<file path="config.mk">
export PLATFORM = sky130hd
export DESIGN_NAME = regfile_sload
export DESIGN_NICKNAME = d
export VERILOG_FILES = /design/src/rtl/regfile_sload.sv
export SDC_FILE = /design/constraint.sdc
export NUM_CORES = 1
export LEC_CHECK = 0
export BUFFER_PORTS_ARGS = -buffer_cell sky130_fd_sc_hd__buf_2
export CORE_UTILIZATION = 30
export CTS_CLUSTER_SIZE = 14
export DETAILED_ROUTE_END_ITERATION = 8
export PLACE_DENSITY = 0.54
export SETUP_SLACK_MARGIN = 0.1
export SLEW_MARGIN = 20
export SYNTH_ARGS = -nofsm -noshare
export SYNTH_HDL_FRONTEND = slang
export SYNTH_SLANG_ARGS = --single-unit
</file>
<file path="constraint.sdc">
create_clock -name clk -period 7.7 [get_ports clk]
set_input_delay 2.31 -clock clk [delete_from_list [all_inputs] [get_ports clk]]
set_output_delay 2.31 -clock clk [all_outputs]
set_load 0.01 [all_outputs]
</file>
<file path="src/rtl/regfile_sload.sv">
//==============================================================================
// Module      : regfile_sload
// Description : RISC-V style integer register file with two combinational read
//               ports, one direct write port and a lane-serial load engine.
//               Register x0 is hardwired to zero.
//               Optional feature macro: REGFILE_BYPASS_EN. When it is defined,
//               same-cycle write/commit data is forwarded to the read ports.
// Revision    : 1.0 - initial release
//==============================================================================
`timescale 1ns/1ps
`default_nettype none

module regfile_sload #(
    parameter int XLEN   = 32,
    parameter int NREGS  = 16,
    parameter int LANE_W = 8,
    parameter int SEL_W  = $clog2(NREGS),
    parameter int NLANES = XLEN / LANE_W
) (
    input  logic              clk,
    input  logic              rst_n,
    input  logic              wr_en,
    input  logic [SEL_W-1:0]  wr_sel,
    input  logic [XLEN-1:0]   wr_data,
    input  logic [SEL_W-1:0]  rs1_sel,
    input  logic [SEL_W-1:0]  rs2_sel,
    output logic [XLEN-1:0]   rs1_data,
    output logic [XLEN-1:0]   rs2_data,
    output logic              rs1_busy,
    output logic              rs2_busy,
    input  logic              ld_start,
    input  logic [SEL_W-1:0]  ld_sel,
    input  logic              ld_lane_valid,
    input  logic [LANE_W-1:0] ld_lane_data,
    output logic              ld_busy,
    output logic              ld_done
);

    // Lane counter must hold 0..NLANES-1; keep at least one bit for NLANES=1.
    localparam int              CNT_W       = (NLANES > 1) ? $clog2(NLANES) : 1;
    localparam logic [CNT_W-1:0] c_LAST_LANE = CNT_W'(NLANES - 1);

    typedef enum logic [1:0] {
        S_IDLE   = 2'd0,
        S_SHIFT  = 2'd1,
        S_COMMIT = 2'd2
    } state_t;

    state_t              r_state;
    logic [SEL_W-1:0]    r_target;
    logic [XLEN-1:0]     r_buf;
    logic [CNT_W-1:0]    r_cnt;
    logic                r_done;
    logic                r_busy;
    logic [NREGS-1:0]    r_pending;
    logic [XLEN-1:0]     r_regs [NREGS];
    logic                w_commit;

    assign w_commit = (r_state == S_COMMIT);
    assign ld_done  = r_done;
    assign ld_busy  = r_busy;

    // Load engine: latch target, collect lanes LSB-first, then one commit cycle.
    always_ff @(posedge clk) begin
        if (!rst_n) begin
            r_state  <= S_IDLE;
            r_target <= '0;
            r_buf    <= '0;
            r_cnt    <= '0;
            r_done   <= 1'b0;
            r_busy   <= 1'b0;
        end else begin
            case (r_state)
                S_IDLE: begin
                    r_done <= 1'b0;
                    if (ld_start) begin
                        r_target <= ld_sel;
                        r_cnt    <= '0;
                        r_busy   <= 1'b1;
                        r_state  <= S_SHIFT;
                    end
                end
                S_SHIFT: begin
                    // No lane timeout: the engine waits indefinitely for data.
                    if (ld_lane_valid) begin
                        r_buf[int'(r_cnt)*LANE_W +: LANE_W] <= ld_lane_data;
                        if (r_cnt == c_LAST_LANE) begin
                            r_cnt   <= '0;
                            r_done  <= 1'b1;
                            r_state <= S_COMMIT;
                        end else begin
                            r_cnt <= r_cnt + 1'b1;
                        end
                    end
                end
                S_COMMIT: begin
                    r_done  <= 1'b0;
                    r_busy  <= 1'b0;
                    r_state <= S_IDLE;
                end
                default: begin
                    r_done  <= 1'b0;
                    r_busy  <= 1'b0;
                    r_state <= S_IDLE;
                end
            endcase
        end
    end

    // Pending flags: set when a load to a nonzero target starts, cleared at commit.
    always_ff @(posedge clk) begin
        if (!rst_n) begin
            r_pending <= '0;
        end else if (r_state == S_IDLE && ld_start && ld_sel != '0) begin
            r_pending[ld_sel] <= 1'b1;
        end else if (w_commit) begin
            r_pending[r_target] <= 1'b0;
        end
    end

    // Register storage: commit has priority over a direct write to the same index.
    for (genvar gi = 0; gi < NREGS; gi++) begin : g_reg
        if (gi == 0) begin : g_zero
            // x0 is constant zero.
            always_ff @(posedge clk) begin
                r_regs[gi] <= '0;
            end
        end else begin : g_rw
            // Writable register: reset clear, commit first, then direct write.
            always_ff @(posedge clk) begin
                if (!rst_n) begin
                    r_regs[gi] <= '0;
                end else if (w_commit && r_target == SEL_W'(gi)) begin
                    r_regs[gi] <= r_buf;
                end else if (wr_en && wr_sel == SEL_W'(gi)) begin
                    r_regs[gi] <= wr_data;
                end
            end
        end
    end

    // Read port value, optionally forwarding same-cycle commit/write data.
    function automatic logic [XLEN-1:0] f_read(input logic [SEL_W-1:0] sel);
        logic [XLEN-1:0] v;
        v = r_regs[sel];
`ifdef REGFILE_BYPASS_EN
        if (w_commit && r_target == sel) begin
            v = r_buf;
        end else if (wr_en && wr_sel == sel) begin
            v = wr_data;
        end
`endif
        if (sel == '0) begin
            v = '0;
        end
        return v;
    endfunction

    // Busy flag of a read port; with forwarding it drops during the commit cycle.
    function automatic logic f_busy(input logic [SEL_W-1:0] sel);
        logic b;
        b = r_pending[sel];
`ifdef REGFILE_BYPASS_EN
        if (w_commit && r_target == sel) begin
            b = 1'b0;
        end
`endif
        return b;
    endfunction

    assign rs1_data = f_read(rs1_sel);
    assign rs2_data = f_read(rs2_sel);
    assign rs1_busy = f_busy(rs1_sel);
    assign rs2_busy = f_busy(rs2_sel);

endmodule

`default_nettype wire

</file>
After elaboration in Yosys (flattened, before gate mapping)
Memory sizes are Yosys's and may differ from the RTL's.
Cells that the tools add are included.
{"block": "totals", "register_bits": 58, "latch_bits": 0, "mem_bits_rw": 512, "mem_bits_ro": 0, "in_bits": 61, "output_inout_bits": 68, "word_cells": 294, "n_memories": 1}
{"block": "op_classes", "addsub": 2, "multipliers": 0, "div": 0, "n_lt_le_gt_ge": 6, "eq_ne": 36, "shifts": 2, "n_mux": 159, "bitwise": 34, "reduce_logical": 47}
{"name": "r_regs", "words": 16, "width": 32, "rd": 2, "rd_clocked_by_memory_dff": 0, "wr": 16, "line_no": "56", "rtl": "logic [XLEN-1:0] r_regs [NREGS];"}
{"cell": "$mux W32", "n": 32}
{"cell": "$mux W1", "n": 111}
{"cell": "$eq A4 B4 Y1 const B", "n": 16}
{"cell": "$logic_and A1 B1 Y1", "n": 34}
{"cell": "$neg A5 Y33", "n": 1}
{"cell": "$shift A8 B33 Y32 const A", "n": 1}
{"cell": "$shiftx A8 B33 Y32", "n": 1}
{"cell": "$bwmux W32", "n": 1}
{"cell": "$eq A4 B3 Y1 const B", "n": 8}
{"cell": "$mux W16", "n": 2}
{"cell": "$or A1 B1 Y1", "n": 30}
{"cell": "$lt A4 B5 Y1 const B", "n": 4}
{"cell": "$and A16 B16 Y16", "n": 1}
{"cell": "$eq A4 B2 Y1 const B", "n": 4}
{"cell": "$not A16 Y16", "n": 1}
{"cell": "$or A16 B16 Y16", "n": 1}
{"cell": "$mux W2", "n": 6}
{"cell": "$reduce_and A2 Y1", "n": 5}
{"cell": "$bmux W1 S4", "n": 2}
{"cell": "$demux W1 S4", "n": 2}
{"cell": "$eq A4 B1 Y1 const B", "n": 2}
{"cell": "$ge A4 B1 Y1 const B", "n": 2}
{"cell": "$logic_not A4 Y1", "n": 2}
{"cell": "$pmux W2 S2", "n": 2}
{"cell": "10 further kinds", "n": 15}

Depth between registers and ports, before layout
{"block": "logic_depth", "word_depth": 8, "ltp_mapped": 7, "ltp_nobuf": 5}

Worst setup path after synthesis
No wires, ideal clock.
{"block": "synth_path", "kind": "input port to flip-flop", "startpoint": "input wr_sel[3]", "endpoint": "memory r_regs[4][0] (enable)", "setup_time_ns": 0.533, "arrival_time_ns": 6.445, "slack_ns": 0.722, "stages": 2, "path_buffers": 0, "cell_sequence": "nand3b_1 o311ai_0"}
{"element": "start: declaration", "line_no": "23", "rtl": "input logic [SEL_W-1:0] wr_sel,"}
{"element": "end: declaration", "line_no": "56"}

Final worst setup path
{"block": "layout_path", "startpoint": "input rs1_sel[1]", "endpoint": "output rs1_data[11]"}
{"block": "layout_between", "elab_chain_cells": 2, "word_cells_on_any_way": 3, "cone_classes": "mux (1); reduce/logical (1); memory (1)"}
{"element": "start: declaration", "line_no": "25", "rtl": "input logic [SEL_W-1:0] rs1_sel,"}
{"element": "$mem_v2 Z16 W32 or $logic_not A4 Y1 (tied branches)"}
{"element": "$mux W32 (*)", "line_no": "153", "rtl": "if (sel == '0) begin"}
{"element": "end: declaration", "line_no": "27", "rtl": "output logic [XLEN-1:0] rs1_data,"}
Every way passes the cells marked *; elsewhere a longest branch is shown, timed or not.

==> flow_metrics.env <==
export IMPL_outcome="finished clean"
export IMPL_synth_warn=0
export IMPL_power_combinational_fraction=0.135
export IMPL_die_height_um=323
export IMPL_netSwitchingFraction=0.269
export IMPL_synthesis_instances=2371
export IMPL_cp_cell_sequence="buf_4 -> nor2b_2 -> buf_4 -> a221oi_1 -> a21oi_1 -> o211ai_1 -> buf_2"
export IMPL_number_of_register_bits_inferred_by_synthesis=538
export IMPL_fillCellCount=9880
export IMPL_clk_insertion_delay_late_ns=0.67
export IMPL_setup_tns_final_ns=0
export IMPL_route_detailed_vias_per_inst=6.43
export IMPL_min_delay_path_class="flip-flop to flip-flop"
export IMPL_critPathRequiredTime_ns=5.39
export IMPL_area_growth_pct=13.5
export IMPL_port_buffer_count=128
export IMPL_finish_utilization=0.344
export IMPL_synth_avg_cell_area_um2=13.0
export IMPL_synth_yosys_seq_area_share=0.504
export IMPL_intPower_uw=5320
export IMPL_fin_hold_ws_ns=0.473
export IMPL_grt_pass1_wl_um=179000
export IMPL_holdBufCountCts=0
export IMPL_antenna_found_initial=16
export IMPL_timing_critical_path_fanout_max=22
export IMPL_critical_path_class="primary input to output port"
export IMPL_proportion_of_register_bits_with_asynchronous_set_or_reset_after_synthesis=0
export IMPL_timing_critical_path_arrival_ns=4.66
export IMPL_top_level_ports=129
export IMPL_library_cell_appearing_most_often_on_the_critical_path="buf_4"
export IMPL_crit_reg2reg_launch="r_state[0]$_SDFFE_PN0P_"
export IMPL_timing_hold_worst_path_depth=2
export IMPL_place_gp_congestion=0.859
export IMPL_synth_largest_area_cell="edfxtp_1"
export IMPL_cell_types_with_the_largest_area_share_after_synthesis="edfxtp_1 (47%), a22o_1 (14%), mux4_2 (9.9%)"
export IMPL_design_die_area_um2=104000
export IMPL_cap_viol_max_count=0
export IMPL_setup_violations=0
export IMPL_critPathCaptureType="output port"
export IMPL_slew_headroom=0.165
export IMPL_numClockSinks=538
export IMPL_nets=2423
export IMPL_core_rowCount=117
export IMPL_netlist_area_um2=30900
export IMPL_clk_pin_slew_worst_paths_ns=0.06
export IMPL_layout_drive_gt1_share=0.267
export IMPL_core_area_um2=102000
export IMPL_route_detailed_wl_per_inst_um=34.4
export IMPL_tightest_slew_ns=1.25
export IMPL_vias_in_the_first_global_route=23632
export IMPL_rsz0062_at_grt="false"
export IMPL_synth_edf_count=480
export IMPL_synth_cell_type_count=57
export IMPL_timing_final_hold_violations=0
export IMPL_worst_hold_startpoint="r_pending[0]$_SDFFE_PN0P_"
export IMPL_grt_start_max_net_pins=68
export IMPL_final_period_utilization=0.905
export IMPL_firstDrtPassIters=5
export IMPL_timing_fmax_mhz=144
export IMPL_ir_drop_mv=0.195
export IMPL_syn_nets=2438
export IMPL_pwr_density_cell_nw_per_um2=207
export IMPL_leakage_uw=0.0120
export IMPL_overflow=0
export IMPL_cts_resized_gates=0
export IMPL_postRouteWirelength_um=130000
export IMPL_cell_count_of_the_worst_reg_to_reg_path=5
export IMPL_grt_total_usage=0.243
export IMPL_synthFlopType="edfxtp_1"
export IMPL_start_util=0.303
export IMPL_synth_top_cell_area_share=0.466
export IMPL_finalPower_uw=7280
export IMPL_proportion_of_power_drawn_by_flip_flops_and_latches=0.471
export IMPL_cts_htree_levels=2
export IMPL_share_clk_of_total_power=0.393
export IMPL_cp_startpoint="rs1_sel[1]"
export IMPL_drt_drc_violations_left=0
export IMPL_antenna_left=0
export IMPL_finalClockSkew_ns=0.0295
export IMPL_cts_buffer_depth=3
export IMPL_cts_root_buf="clkbuf_16"
export IMPL_number_of_buffers_added_by_the_clock_tree_synthesis_step=59
export IMPL_detailed_place_hpwl_um=76800
export IMPL_timing_final_crit_period_ns=6.97
export IMPL_first_iter_violations=3136
export IMPL_die_width_um=323
export IMPL_critical_path_slowest_cell="nor2b_2"
export IMPL_post_cts_setup_buffer_count=0
export IMPL_cts_tree="built"
export IMPL_critPathLaunchType="primary input"
export IMPL_critPathMaxStageDelay_ns=0.74
export IMPL_via_count_of_the_routed_design=24304
export IMPL_netSwitchingPower_uw=1960
export IMPL_slew_viol_final=0
==> cells in the final DEF, fill, tap and decap left out, types with 4 or more instances in the layout <==
cell type and instances:
a2111oi_0 6, a211o_1 29, a21oi_1 73, a221o_1 29, a221oi_1 29, a22o_1 508, a32o_1 8, and2_1 4
and3b_1 30, buf_12 11, buf_2 122, buf_4 100, clkbuf_1 12, clkbuf_16 62, clkbuf_8 15, clkinv_2 19
dfxtp_1 58, diode_2 5, edfxtp_1 480, ha_1 6, inv_1 4, mux2_2 116, mux2i_1 88, mux4_2 136
nand2_1 144, nand2b_1 12, nand3_1 71, nor2_1 29, nor2_4 17, nor2b_1 33, nor3_2 5, nor3b_4 9
o211ai_1 41, o21ai_0 6, o221ai_1 29, o221ai_4 4, o22ai_1 6
==> per-stage QoR <==
stage               cell area, um^2  instances  setup slack [ns]
CTS                           35100       3775             0.761
detailed placement            33200       3663             0.761
floorplan                     30900       2371             0.722
global placement              33100       3662             0.790
finish                        35100       3780             0.731
global route                  35100       3777             0.697
==> final cells by class <==
class	instances	area [um^2]	area share
inverter	7	26.3	0.000749
sequential	538	15600	0.444
clock buffer	88	1790	0.0510
clock inverter	24	135	0.00385
timing repair buffer	237	1630	0.0465
multi-input combinational	1513	14200	0.405
antenna	5	12.5	0.000356
tap	1368	1710	0.0488
==> sequential cells by signal, summed over array words and instances, names as in the netlist <==
name       flops
r_target       4
r_state        2
r_cnt          2
r_regs       480
r_pending     16
r_buf         32
ld_done        1
ld_busy        1
==> power groups by stage <==
stage | clock network, uW | logic, uW | registers, uW
after floorplan | 0 | 589 | 3460
after global placement | 0 | 966 | 3480
after detailed placement | 0 | 972 | 3490
after CTS | 2870 | 976 | 3430
after global routing | 2970 | 1030 | 3450
final | 2860 | 986 | 3430
==> path summary, 6_finish.rpt <==
| path | to | slack [ns] |
|---|---|---|
| worst max-delay path | rs1_data[11] | 0.73 |
| worst min-delay path | r_pending[0]$_SDFFE_PN0P_ | 0.47 |
| worst max register to register | r_regs[9][28]$_DFFE_PP_ | 4.15 |
| worst min register to register | r_pending[0]$_SDFFE_PN0P_ | 0.47 |
==> Yosys cell counts (3+ instances only) <==
master       n
nor2_2       3
nand2b_1    12
and2_1       4
nor2b_1     36
o221ai_1    33
a21oi_1     73
and3b_1     30
clkbuf_1   165
ha_1         6
edfxtp_1   480
mux2_2     116
nand3_1     71
inv_1        6
nor4b_1      3
buf_2       86
buf_6       10
mux2i_1     88
o22ai_1      6
a2111oi_0    6
a211o_1     29
a32o_1       8
o311ai_0     3
a22o_1     508
dfxtp_1     58
buf_1       37
nor3_1       6
a221oi_1    29
o211ai_1    41
nor3b_1      3
mux4_2     136
nand3b_1     3
nand2_1    144
nor3b_4      3
a221o_1     29
or3_1        3
nor2_1      44
buf_4       15
nor3b_2      7
o21ai_0      6
or2_2        3
==> worst max-delay path, delay by kind of cell <==
kind	cells	cell delay, ns
compound gates	3	0.59
buf+inv	3	0.97
simple gates	1	0.74
==> kinds of logic after synthesis <==
family,synth area share
AOI/OAI and AO/OA,0.210
DFF,0.504
muxes,0.170
adders and majority gates,0.00243
and+or+nand+nor,0.0671
buffers and inverters,0.0466
==> metal layers <==
| metal | up-vias | global-route usage | part of all wire |
|---|---|---|---|
| met1 | 12565 | 0.327 | 0.40 |
| met3 | 305 | 0.0704 | 0.13 |
| met4 | 16 | 0.0885 | 0.037 |
| met2 | 1701 | 0.369 | 0.44 |
| met5 | - | 0 | 0.00069 |
| li1 | 9717 | - | - |
Power figures use the tool's default switching activity.
